`src/rtl/pb_capture_slave_if.sv`:
```
`default_nettype none
// ==========================================================================
// pb_capture_slave_if: Avalon-MM register bus and interrupt for pb_capture_slave
// Rev 1.0
// ==========================================================================
interface pb_capture_slave_if;
  logic [1:0]  address;
  logic        read;
  logic        write;
  logic [31:0] writedata;
  logic [31:0] readdata;
  logic        irq;

  modport master (
    output address, read, write, writedata,
    input  readdata, irq
  );

  modport slave (
    input  address, read, write, writedata,
    output readdata, irq
  );
endinterface
`default_nettype wire

```
`src/rtl/pb_capture_slave.sv`:
```
`default_nettype none
// ==========================================================================
// pb_capture_slave: debounced pushbutton capture with press counts and irq
// Rev 1.0
// ==========================================================================
module pb_capture_slave #(
  parameter int NUM_BUTTONS     = 3,
  parameter int DEBOUNCE_CYCLES = 500000
) (
  input  wire logic                   clk,
  input  wire logic                   reset,
  input  wire logic [NUM_BUTTONS-1:0] buttons,
  pb_capture_slave_if.slave           bus
);

  localparam int                 c_cnt_w = $clog2(DEBOUNCE_CYCLES);
  localparam logic [c_cnt_w-1:0] c_last  = c_cnt_w'(DEBOUNCE_CYCLES - 1);

  logic [NUM_BUTTONS-1:0] r_s1;
  logic [NUM_BUTTONS-1:0] r_s2;
  logic [NUM_BUTTONS-1:0] r_edge;
  logic [NUM_BUTTONS-1:0] r_mask;
  logic [31:0]            r_readdata;

  logic [NUM_BUTTONS-1:0] w_db;
  logic [NUM_BUTTONS-1:0] w_press;
  logic [NUM_BUTTONS-1:0] w_edge_clr;
  logic                   w_cnt_clr;
  logic [7:0]             w_count [NUM_BUTTONS];
  logic [31:0]            w_count_word;
  logic [31:0]            w_rd;
  logic                   w_unused_wdata;

  assign w_edge_clr = (bus.write && bus.address == 2'd1) ? bus.writedata[NUM_BUTTONS-1:0] : '0;
  assign w_cnt_clr  = bus.write && bus.address == 2'd3;
  assign w_unused_wdata = ^{1'b0, bus.writedata[31:NUM_BUTTONS]};

  always_ff @(posedge clk) begin
    if (reset) begin
      r_s1 <= '0;
      r_s2 <= '0;
    end else begin
      r_s1 <= buttons;
      r_s2 <= r_s1;
    end
  end

  generate
    for (genvar gi = 0; gi < NUM_BUTTONS; gi++) begin : g_btn
      logic [c_cnt_w-1:0] r_cnt;
      logic               r_db;
      logic [7:0]         r_count;

      // Any cycle where the synchronized level agrees with db restarts the count.
      always_ff @(posedge clk) begin
        if (reset) begin
          r_cnt <= '0;
          r_db  <= 1'b0;
        end else if (r_s2[gi] == r_db) begin
          r_cnt <= '0;
        end else if (r_cnt == c_last) begin
          r_cnt <= '0;
          r_db  <= r_s2[gi];
        end else begin
          r_cnt <= r_cnt + 1'b1;
        end
      end

      assign w_press[gi] = r_s2[gi] & ~r_db & (r_cnt == c_last);
      assign w_db[gi]    = r_db;

      always_ff @(posedge clk) begin
        if (reset) begin
          r_count <= '0;
        end else if (w_cnt_clr) begin
          r_count <= {7'd0, w_press[gi]};
        end else if (w_press[gi]) begin
          r_count <= r_count + 8'd1;
        end
      end

      assign w_count[gi] = r_count;
    end
  endgenerate

  // A press on the same edge as a write-1-to-clear keeps the bit set.
  always_ff @(posedge clk) begin
    if (reset) begin
      r_edge <= '0;
      r_mask <= '0;
    end else begin
      r_edge <= (r_edge & ~w_edge_clr) | w_press;
      if (bus.write && bus.address == 2'd2) begin
        r_mask <= bus.writedata[NUM_BUTTONS-1:0];
      end
    end
  end

  always_comb begin
    w_count_word = '0;
    for (int i = 0; i < NUM_BUTTONS; i++) begin
      w_count_word[8*i +: 8] = w_count[i];
    end
  end

  always_comb begin
    w_rd = '0;
    case (bus.address)
      2'd0:    w_rd[NUM_BUTTONS-1:0] = w_db;
      2'd1:    w_rd[NUM_BUTTONS-1:0] = r_edge;
      2'd2:    w_rd[NUM_BUTTONS-1:0] = r_mask;
      default: w_rd = w_count_word;
    endcase
  end

  always_ff @(posedge clk) begin
    if (reset) begin
      r_readdata <= '0;
    end else if (bus.read) begin
      r_readdata <= w_rd;
    end
  end

  assign bus.readdata = r_readdata;
  assign bus.irq      = |(r_edge & r_mask);

endmodule
`default_nettype wire

```
`src/flat_wrapper.sv`:
```
// flat-port wrapper written by rule: the top's interface ports become plain ports
module pb_capture_slave_flat 
#(
  parameter int NUM_BUTTONS     = 3,
  parameter int DEBOUNCE_CYCLES = 500000
)
  (clk, reset, buttons, bus_address, bus_read, bus_write, bus_writedata, bus_readdata, bus_irq);
  pb_capture_slave_if bus_i ();
  input  wire logic clk;
  input  wire logic reset;
  input  wire logic [NUM_BUTTONS-1:0] buttons;
  input wire logic [$bits(bus_i.address)-1:0] bus_address;
  input wire logic [$bits(bus_i.read)-1:0] bus_read;
  input wire logic [$bits(bus_i.write)-1:0] bus_write;
  input wire logic [$bits(bus_i.writedata)-1:0] bus_writedata;
  output wire logic [$bits(bus_i.readdata)-1:0] bus_readdata;
  output wire logic [$bits(bus_i.irq)-1:0] bus_irq;
  assign bus_i.address = bus_address;
  assign bus_i.read = bus_read;
  assign bus_i.write = bus_write;
  assign bus_i.writedata = bus_writedata;
  assign bus_readdata = bus_i.readdata;
  assign bus_irq = bus_i.irq;
  pb_capture_slave #(.NUM_BUTTONS(NUM_BUTTONS), .DEBOUNCE_CYCLES(DEBOUNCE_CYCLES)) u_core (.clk(clk), .reset(reset), .buttons(buttons), .bus(bus_i));
endmodule
```
`config.mk`:
```
export PLATFORM = sky130hd
export DESIGN_NAME = pb_capture_slave_flat
export DESIGN_NICKNAME = d
export VERILOG_FILES = /design/src/rtl/pb_capture_slave_if.sv /design/src/rtl/pb_capture_slave.sv /design/src/flat_wrapper.sv
export SDC_FILE = /design/constraint.sdc
export NUM_CORES = 1
export LEC_CHECK = 0
export CORE_MARGIN = 5
export CORE_UTILIZATION = 55
export DETAILED_ROUTE_END_ITERATION = 16
export GPL_ROUTABILITY_DRIVEN = 0
export PLACE_DENSITY = 0.85
export SYNTH_ARGS = -nofsm -noshare
export SYNTH_HDL_FRONTEND = slang
export SYNTH_SLANG_ARGS = --single-unit
```
`constraint.sdc`:
```
create_clock -name clk -period 2.27 [get_ports clk]
set_clock_uncertainty 0.15 [all_clocks]
set_input_delay 0.454 -clock clk [delete_from_list [all_inputs] [get_ports clk]]
set_output_delay 0.454 -clock clk [all_outputs]
set_load 0.01 [all_outputs]
```
==> flow_metrics.tcl, run 1 <==
set metrics [dict create \
    yosysTopAreaCell "dfxtp_1" \
    cpPeakStageDelay_ns 0.42 \
    power.density_nw_per_um2 742 \
    die_h_um 109 \
    via_per_inst 5.97 \
    cts_buffer_depth 2 \
    final_common_cell "dfxtp_1" \
    hold_slack_ns 0.134 \
    yosysSeqAreaShare_pct 44.6 \
    cts.hold.buffers_added 0 \
    die_w_um 109 \
    maxCapViolCount 0 \
    start_util_pct 55.7 \
    drt_iter0_markers 367 \
    final_cells 818 \
    top_layer_used "met4" \
    status "finished, final reports clean" \
    routed_wl_um 12700 \
    drtPass1Iterations 5 \
    post-route-period-util_pct 95.9 \
    wl_met2_um 6490 \
    worstSetupEndpointType "output port" \
    fillers 727 \
    clock_latency_ns 0.51 \
    drive_above_1_share_pct 10.1 \
    io_pins 74 \
    io_buffers 36 \
    synth_cell_types 43 \
    slew_viol_final 0 \
    grt_pass1_wl_um 21700 \
    drc 0 \
    cp_max_fo 3 \
    syn_inst 616 \
    hold_path_class "in -> reg" \
    critPathLaunchType "flip-flop" \
    syn_to_final_growth_pct 21.8 \
    clock.fmax_ghz 0.460 \
    cts-buffers-inserted 17 \
    hpwl_um 8510 \
    slowest_stage "a222oi_1" \
    final_cell_mix "dfxtp_1 (120), nor2_1 (87), a21oi_1 (63)" \
    placedCellCount 786 \
    peakVddDrop_v 0.000367 \
    synth_top_area_share_pct 44.6 \
    grt_pass1_vias 4729 \
    cts_tree "done" \
    synth.avg_cell_area_um2 8.75 \
    wl_met3_um 860 \
    cts.root.buffer_cell "clkbuf_8" \
    leakage_nw 2.15 \
    vias 4884 \
    ant_nets 0 \
    slew_headroom_pct 48.5 \
    grt.total_usage_pct 22.8 \
    grt_max_degree 26 \
    yosys-top-cells-area "dfxtp_1 (45%), nor2_1 (6.1%), a21oi_1 (5.8%)" \
    finalHoldViolCount 0 \
    synth-seq-cells 120 \
    final_nets 722 \
    synth_warnings 0 \
    crit_chain "a222oi_1, inv_1, clkdlybuf4s15_1" \
    rsz0062_at_grt "no" \
    clk_pin_slew_ns 0.05 \
    antenna_cells 0 \
    setup_viol 0 \
    die_area_um2 11900 \
    p_total_w 0.00487 \
    routedLengthMet1_um 5110 \
    htree_levels 4 \
    cts_sinks 120 \
    antenna_found_initial 0 \
    worstPathRequired_ns 1.67 \
    grt_overflow 0 \
    rows 36 \
    layout_min_cycle_time_ns 2.18 \
    syn_area_um2 5390 \
    path_class "reg -> out" \
    tightest_slew_ns 0.772 \
    coreArea_um2 9680 \
    cp.arrival_ns 1.57 \
    wl_per_cell_um 15.5 \
]
-- layer usage --
layer	vias up	track usage [%]
met5	-	0
met4	0	7.21
met3	29	6.10
met2	191	40.5
met1	2341	26.5
li1	2323	-
-- sequential cells by signal, summed over array words and instances (netlist names) --
signal,cells
u_core.r_s2,3
u_core.r_edge,3
u_core.g_btn.r_db,3
u_core.g_btn.r_cnt,57
u_core.bus.readdata,24
u_core.r_mask,3
u_core.r_s1,3
u_core.g_btn.r_count,24
-- area by class of cell --
cell class / instances / area, um2 / area share (%)
Multi-Input combinational cell: 452 / 2790 / 42.5
Sequential cell: 120 / 2400 / 36.6
Clock buffer: 20 / 435 / 6.63
Timing Repair Buffer: 62 / 551 / 8.39
Tap cell: 133 / 166 / 2.53
Clock inverter: 12 / 151 / 2.31
Inverter: 19 / 71.3 / 1.09
-- through the flow --
| stage | util [%] | area, um2 | setup TNS [ns] | worst slack, ns |
|---|---|---|---|---|
| after floorplan | - | 5420 | 0 | 0.288 |
| after global placement | 61.7 | 5980 | -0.426 | -0.0341 |
| after CTS | 67.8 | 6560 | 0 | 0.0357 |
| after detailed placement | 61.7 | 5980 | -1.15 | -0.0880 |
| final | 67.8 | 6570 | 0 | 0.0938 |
| after global routing | 67.8 | 6570 | 0 | 0.00413 |
-- synth_stat cells --
master / number
a21oi_1: 63
nor2b_1: 27
mux4_2: 3
a31o_2: 1
buf_1: 2
nand4_1: 33
and2_1: 6
and3_1: 5
buf_2: 6
o21ai_2: 2
buf_4: 8
and4_1: 11
mux2_2: 1
a222oi_1: 1
xor2_1: 22
a211o_1: 2
o21ai_1: 1
or4_1: 21
dfxtp_1: 120
o211ai_1: 2
nand2b_1: 1
nor4bb_1: 1
o21ai_0: 11
and4bb_2: 1
nor4b_2: 2
nand2_1: 20
a21bo_2: 1
nor4_1: 12
ha_1: 9
nand4b_1: 4
nand3b_1: 5
inv_1: 19
nand4bb_1: 3
xnor2_1: 19
clkbuf_1: 16
nand3_1: 32
nor3_1: 6
nor2_1: 87
o41ai_1: 1
or3_1: 4
mux2i_1: 3
o31ai_1: 21
conb_1: 1
-- power breakdown --
| part | switching (W) | internal, W | leakage, nW |
|---|---|---|---|
| Sequential | 0.00000503 | 0.00212 | 0.968 |
| Clock | 0.000942 | 0.00170 | 0.285 |
| Combinational | 0.0000710 | 0.0000422 | 0.897 |
| Total | 0.00102 | 0.00385 | 2.15 |
-- worst max-delay path: cells and delay by family (launching register included) --
family,cells,cell delay [ns]
AOI/OAI and AO/OA,1,0.42
DFF,1,0.32
buffers and inverters,2,0.33
-- cell families after synthesis --
| family | after synthesis | share of synthesized area (%) |
|---|---|---|
| AND/OR/NAND/NOR | 281 | 28.8 |
| buffers and inverters | 51 | 4.25 |
| other | 1 | 0.0696 |
| adder cells (fa/ha/maj) | 9 | 2.09 |
| flip-flops | 120 | 44.6 |
| XOR/XNOR | 41 | 6.66 |
| AO/OA/AOI/OAI | 106 | 11.5 |
| multiplexers | 7 | 2.02 |
-- worst paths after layout --
path | from | end | slack, ns | depth (start not counted)
setup / recovery | u_core.r_edge[1]$_SDFF_PP0_ | bus_irq | 0.09 | 3
hold / removal | reset | u_core.r_mask[1]$_SDFFE_PP0P_ | 0.13 | 2
setup reg to reg | u_core.g_btn[1].r_cnt[13]$_SDFF_PP0_ | u_core.g_btn[1].r_count[5]$_SDFFE_PP0P_ | 0.13 | 5
hold reg to reg | u_core.r_s1[0]$_SDFF_PP0_ | u_core.r_s2[0]$_SDFF_PP0_ | 0.29 | 1
-- timing repair --
item,CTS,global route
gates resized for setup,1,2
pin swaps,1,1
endpoints found under the hold margin,0,0
buffers inserted,0,0
endpoints found under the setup margin,1,5
No activity file was read; power rests on OpenSTA's default activity.
==> run 2, diff against run 1 <==
CORE_UTILIZATION = 40   (was 55)
PLACE_DENSITY = 0.66   (was 0.85)
==> run 2 against run 1 <==
Against the previous run: maximum frequency increased by 1.8%; total power decreased by 4.4%; critical path depth unchanged; critical endpoint unchanged; clock-buffer cell count increased by 9; combinational power increased by 7%; sequential share of layout area decreased by 0.33 points; highest routed layer unchanged.
==> flow_metrics.tcl, run 2 (same netlist as run 1, synthesis figures left out) <==
set metrics [dict create \
    hpwl_um 8560 \
    grt_max_degree 25 \
    reg2reg_setup_slack_ns 0.18 \
    layout_min_cycle_time_ns 2.14 \
    cp-startpoint "u_core.r_mask[1]$_SDFFE_PP0P_" \
    largest_reg_flops 57 \
    maxCapViolCount 0 \
    path_class "reg -> out" \
    tightest_slew_ns 0.622 \
    vias 4595 \
    die_w_um 126 \
    htree_levels 4 \
    grt.total_usage_pct 15.6 \
    totalNegativeSetupSlack_ns 0 \
    power.density_nw_per_um2 703 \
    worstPathRequired_ns 1.67 \
    drt_iter0_markers 357 \
    cp.arrival_ns 1.53 \
    final_core_util_pct 50.0 \
    leakage_nw 2.17 \
    post-route-period-util_pct 94.2 \
    postCtsSetupBuffers 0 \
    final_nets 728 \
    io_buffers 36 \
    r2r_start "u_core.g_btn[2].r_cnt[1]$_SDFF_PP0_" \
    worstSetupEndpointType "output port" \
    ant_nets 0 \
    clock_latency_ns 0.41 \
    p_total_w 0.00466 \
    status "finished, final reports clean" \
    min_to "u_core.bus.readdata[5]$_SDFFE_PP0P_" \
    slowest_stage "a222oi_1" \
    cpPeakStageDelay_ns 0.44 \
    crit_chain "a222oi_1, inv_1, dlygate4sd2_1" \
    grt_pass1_vias 4356 \
    cp_top_family "compound AO/OA/AOI/OAI gates" \
    largest-register "u_core.g_btn.r_cnt" \
    cts_tree "done" \
    finalHoldViolCount 0 \
    cp_max_fo 3 \
    path_buf_inv 2 \
    clk_pin_slew_ns 0.05 \
    final_cell_mix "dfxtp_1 (120), nor2_1 (87), a21oi_1 (63)" \
    grt_pass1_wl_um 20500 \
    via_per_inst 5.31 \
    grt_overflow 0 \
    final_common_cell "dfxtp_1" \
    antenna_cells 0 \
    start_util_pct 40.7 \
    drtPass1Iterations 4 \
    syn_to_final_growth_pct 22.9 \
    min_from "reset" \
    coreArea_um2 13200 \
    setup_viol 0 \
    die_area_um2 15900 \
    die_h_um 126 \
    cts.root.buffer_cell "clkbuf_16" \
    antenna_found_initial 0 \
    slew_headroom_pct 58.1 \
    wl_per_cell_um 13.7 \
    cts_sinks 120 \
    cts-buffers-inserted 17 \
    slew_viol_final 0 \
    regToRegEndpoint "u_core.g_btn[2].r_count[4]$_SDFFE_PP0P_" \
    reg2reg_depth 5 \
    cts_buffer_depth 2 \
    routed_wl_um 11900 \
    clock.fmax_ghz 0.468 \
    cts.hold.buffers_added 0 \
    whs_path_depth 2 \
    hold_path_class "in -> reg" \
    rsz0062_at_grt "no" \
    io_pins 74 \
    drc 0 \
    drive_above_1_share_pct 10.3 \
    peakVddDrop_v 0.000527 \
    critPathLaunchType "flip-flop" \
    rows 42 \
]
run 2: changes by cell type in the layout (fill, tap and decap cells not counted), sizes merged:
cell / previous run / this run
bufinv: 3 / 0
clkdlybuf4s15: 1 / 0
clkinvlp: 2 / 0
buf: 27 / 33
clkbuf: 20 / 29
clkinv: 7 / 2
dlygate4sd2: 0 / 1
run 2: worst max-delay path by stage:
stage	slack, ns	endpoint	depth (start not counted)
global route	0.02	bus_irq	3
floorplan	0.29	u_core.g_btn[0].r_cnt[10]$_SDFF_PP0_	7
global placement	0.04	u_core.bus.readdata[16]$_SDFFE_PP0P_	6
CTS	0.07	bus_irq	3
detailed placement	0.07	u_core.bus.readdata[13]$_SDFFE_PP0P_	6
finish	0.13	bus_irq	3
run 2: what timing repair did:
| action | CTS | global route |
|---|---|---|
| setup endpoints to repair | 1 | 23 |
| endpoints found under the hold margin | 0 | 0 |
| gates resized for setup | 1 | 2 |
| pin swaps | 1 | 0 |
run 2: cell type report:
| type | instances | area [um2] |
|---|---|---|
| inverter | 19 | 71.3 |
| sequential | 120 | 2400 |
| multi-input combinational | 452 | 2800 |
| tap | 176 | 220 |
| timing repair buffer | 68 | 594 |
| clock buffer | 29 | 531 |
| clock inverter | 2 | 10.0 |
| fill | 1265 | 6620 |
run 2: metrics by stage:
step / hold slack [ns] / setup slack (ns) / instances / area [um2]
6_report: 0.256 / 0.133 / 866 / 6630
5_1_grt: 0.256 / 0.0216 / 866 / 6630
4_1_cts: 0.253 / 0.0680 / 866 / 6620
3_5_place_dp: 0.273 / 0.0708 / 835 / 6080
3_3_place_gp: 0.286 / 0.0356 / 835 / 6080
2_1_floorplan: 0.264 / 0.288 / 623 / 5420
run 2: report_power, final:
| part | switching (W) | internal, W | total [W] |
|---|---|---|---|
| Sequential | 0.00000477 | 0.00212 | 0.00212 |
| Combinational | 0.0000739 | 0.0000467 | 0.000121 |
| Clock | 0.000855 | 0.00156 | 0.00241 |
run 2: layer usage:
| layer | global-route usage, % | part of all wire [%] | vias to the layer above |
|---|---|---|---|
| met5 | 0 | 0 | - |
| met3 | 4.66 | 3.9 | 15 |
| met1 | 20.9 | 48 | 2164 |
| met4 | 5.49 | 1.3 | 0 |
| met2 | 23.8 | 47 | 77 |
| li1 | - | - | 2339 |
==> run 3, diff against run 2 <==
CAP_MARGIN = 10   (was default)
DONT_BUFFER_PORTS = 1   (was default)
PLACE_DENSITY = 0.59   (was 0.66)
==> run 3 against run 2 <==
Against the previous run: flip-flop and latch count is the same; hold slack got worse by 0.23 ns; clock-buffer cell count fell by 4; sequential share of layout area grew 2.0 points; die area did not move; final cell count shrank 4.8%; final area is 5.1% lower; critical path type is now reg -> reg; critical endpoint is now u_core.g_btn[2].r_count[4]$_SDFFE_PP0P_.
==> flow_metrics.tcl, run 3 (same netlist as run 1, synthesis figures left out) <==
set metrics [dict create \
    ant_nets 0 \
    tightest_slew_ns 0.760 \
    die_area_um2 15900 \
    postCtsSetupBuffers 0 \
    totalNegativeSetupSlack_ns 0 \
    rows 42 \
    status "finished, final reports clean" \
    path_class "reg -> reg" \
    die_h_um 126 \
    post-route-period-util_pct 92.1 \
    setup_viol 0 \
    drc 0 \
    hpwl_um 8320 \
    worstSetupEndpointType "flip-flop" \
    drtPass1Iterations 4 \
    io_pins 74 \
    grt_overflow 0 \
    hold_path_class "in -> reg" \
    start_util_pct 40.7 \
    place_area_um2 5660 \
    grt.total_usage_pct 15.7 \
    vias 4434 \
    via_per_inst 5.38 \
    layout_min_cycle_time_ns 2.09 \
    largest-register "u_core.g_btn.r_cnt" \
    rsz0062_at_grt "no" \
    htree_levels 4 \
    top_usage_layer "met2" \
    final_nets 685 \
    clk_pin_slew_ns 0.05 \
    critPathLaunchType "flip-flop" \
    maxCapViolCount 0 \
    grt_pass1_vias 4260 \
    drive_above_1_share_pct 10.2 \
    clock.fmax_ghz 0.479 \
    syn_to_final_growth_pct 16.6 \
    wl_per_cell_um 14.4 \
    met1_usage_pct 19.6 \
    cts-buffers-inserted 17 \
    finalHoldViolCount 0 \
    io_buffers 0 \
    die_w_um 126 \
    slew_viol_final 0 \
    grtUsageMet2_pct 25.0 \
    grt_max_degree 44 \
    final_cell_mix "dfxtp_1 (120), nor2_1 (87), a21oi_1 (63)" \
    antenna_cells 0 \
    slew_headroom_pct 49.3 \
    largest_reg_flops 57 \
    peakVddDrop_v 0.000498 \
    drt_iter0_markers 285 \
    coreArea_um2 13200 \
    cts_sinks 120 \
    cp.arrival_ns 2.27 \
    final_cell_area_um2 6280 \
    grt_pass1_wl_um 20500 \
    cts_buffer_depth 2 \
    leakage_nw 2.04 \
    power.density_nw_per_um2 778 \
    met3_usage_pct 4.91 \
    postCtsResizedCells 0 \
    cts.root.buffer_cell "clkbuf_16" \
    final_common_cell "dfxtp_1" \
    clock_latency_ns 0.41 \
    cts_tree "done" \
    routed_wl_um 11900 \
    antenna_found_initial 0 \
    cp_max_fo 17 \
    worstPathRequired_ns 2.45 \
]
==> run 3: changes by cell type in the layout (fill, tap and decap cells not counted) <==
| cell | delta |
|---|---|
| buf_12 | +1 |
| buf_2 | -1 |
| buf_4 | -8 |
| bufinv_16 | +2 |
| clkbuf_1 | -4 |
| clkdlybuf4s50_1 | -34 |
| clkinv_2 | +2 |
| clkinv_4 | +1 |
| dlygate4sd2_1 | -1 |
| nor4_1 | +1 |
| nor4_2 | -1 |
| or4_1 | +1 |
| or4_4 | -1 |
==> run 3: worst max-delay path, cell delays in order (launching register included) <==
cell and delay (ns):
dfxtp_1 0.38, nand4_1 0.13, or4_1 0.49, buf_4 0.21, or4_1 0.50, a21oi_1 0.15
==> run 3: worst paths after layout <==
path	start	endpoint	slack, ns	depth (start not counted)
hold reg to reg	u_core.r_s1[2]$_SDFF_PP0_	u_core.r_s2[2]$_SDFF_PP0_	0.30	1
setup reg to reg	u_core.g_btn[2].r_cnt[15]$_SDFF_PP0_	u_core.g_btn[2].r_count[4]$_SDFFE_PP0P_	0.18	5
setup / recovery	u_core.g_btn[2].r_cnt[15]$_SDFF_PP0_	u_core.g_btn[2].r_count[4]$_SDFFE_PP0P_	0.18	5
hold / removal	buttons[0]	u_core.r_s1[0]$_SDFF_PP0_	0.02	1
==> run 3: metal layers <==
layer	vias to the layer above	routed length, um
met2	55	5570
met4	0	208
met1	2108	5540
met5	-	0
li1	2254	-
met3	17	561
==> run 3: final cells by class <==
class	count	area [um2]
Inverter	19	71.3
Tap cell	176	220
Clock inverter	7	88.8
Timing Repair Buffer	25	200
Fill cell	1280	6960
Sequential cell	120	2400
Clock buffer	25	515
Multi-Input combinational cell	452	2790
==> run 3: repair_timing <==
action | 4_1_cts | 5_1_grt
setup endpoints to repair | 0 | 0
endpoints found under the hold margin | 43 | 0
hold buffers | 1 | 0
==> run 3: where the power goes <==
| group | switching (W) | internal [W] | total [W] | leakage, nW |
|---|---|---|---|---|
| combinational | 0.0000540 | 0.0000242 | 0.0000783 | 0.771 |
| clock | 0.000903 | 0.00178 | 0.00269 | 0.303 |
| sequential | 0.00000520 | 0.00212 | 0.00212 | 0.968 |
| total | 0.000962 | 0.00393 | 0.00489 | 2.04 |
==> run 3: metrics by stage <==
stage          hold WS (ns)  setup WS [ns]  std cells  power [W]  util, %
2_1_floorplan         0.264          0.288        623    0.00224        -
3_3_place_gp          0.284          0.205        791    0.00223     42.7
3_5_place_dp          0.289          0.178        791    0.00223     42.7
4_1_cts             0.00347          0.164        824    0.00495     47.5
5_1_grt              0.0286         0.0459        824    0.00507     47.5
6_report             0.0219          0.180        824    0.00489     47.5
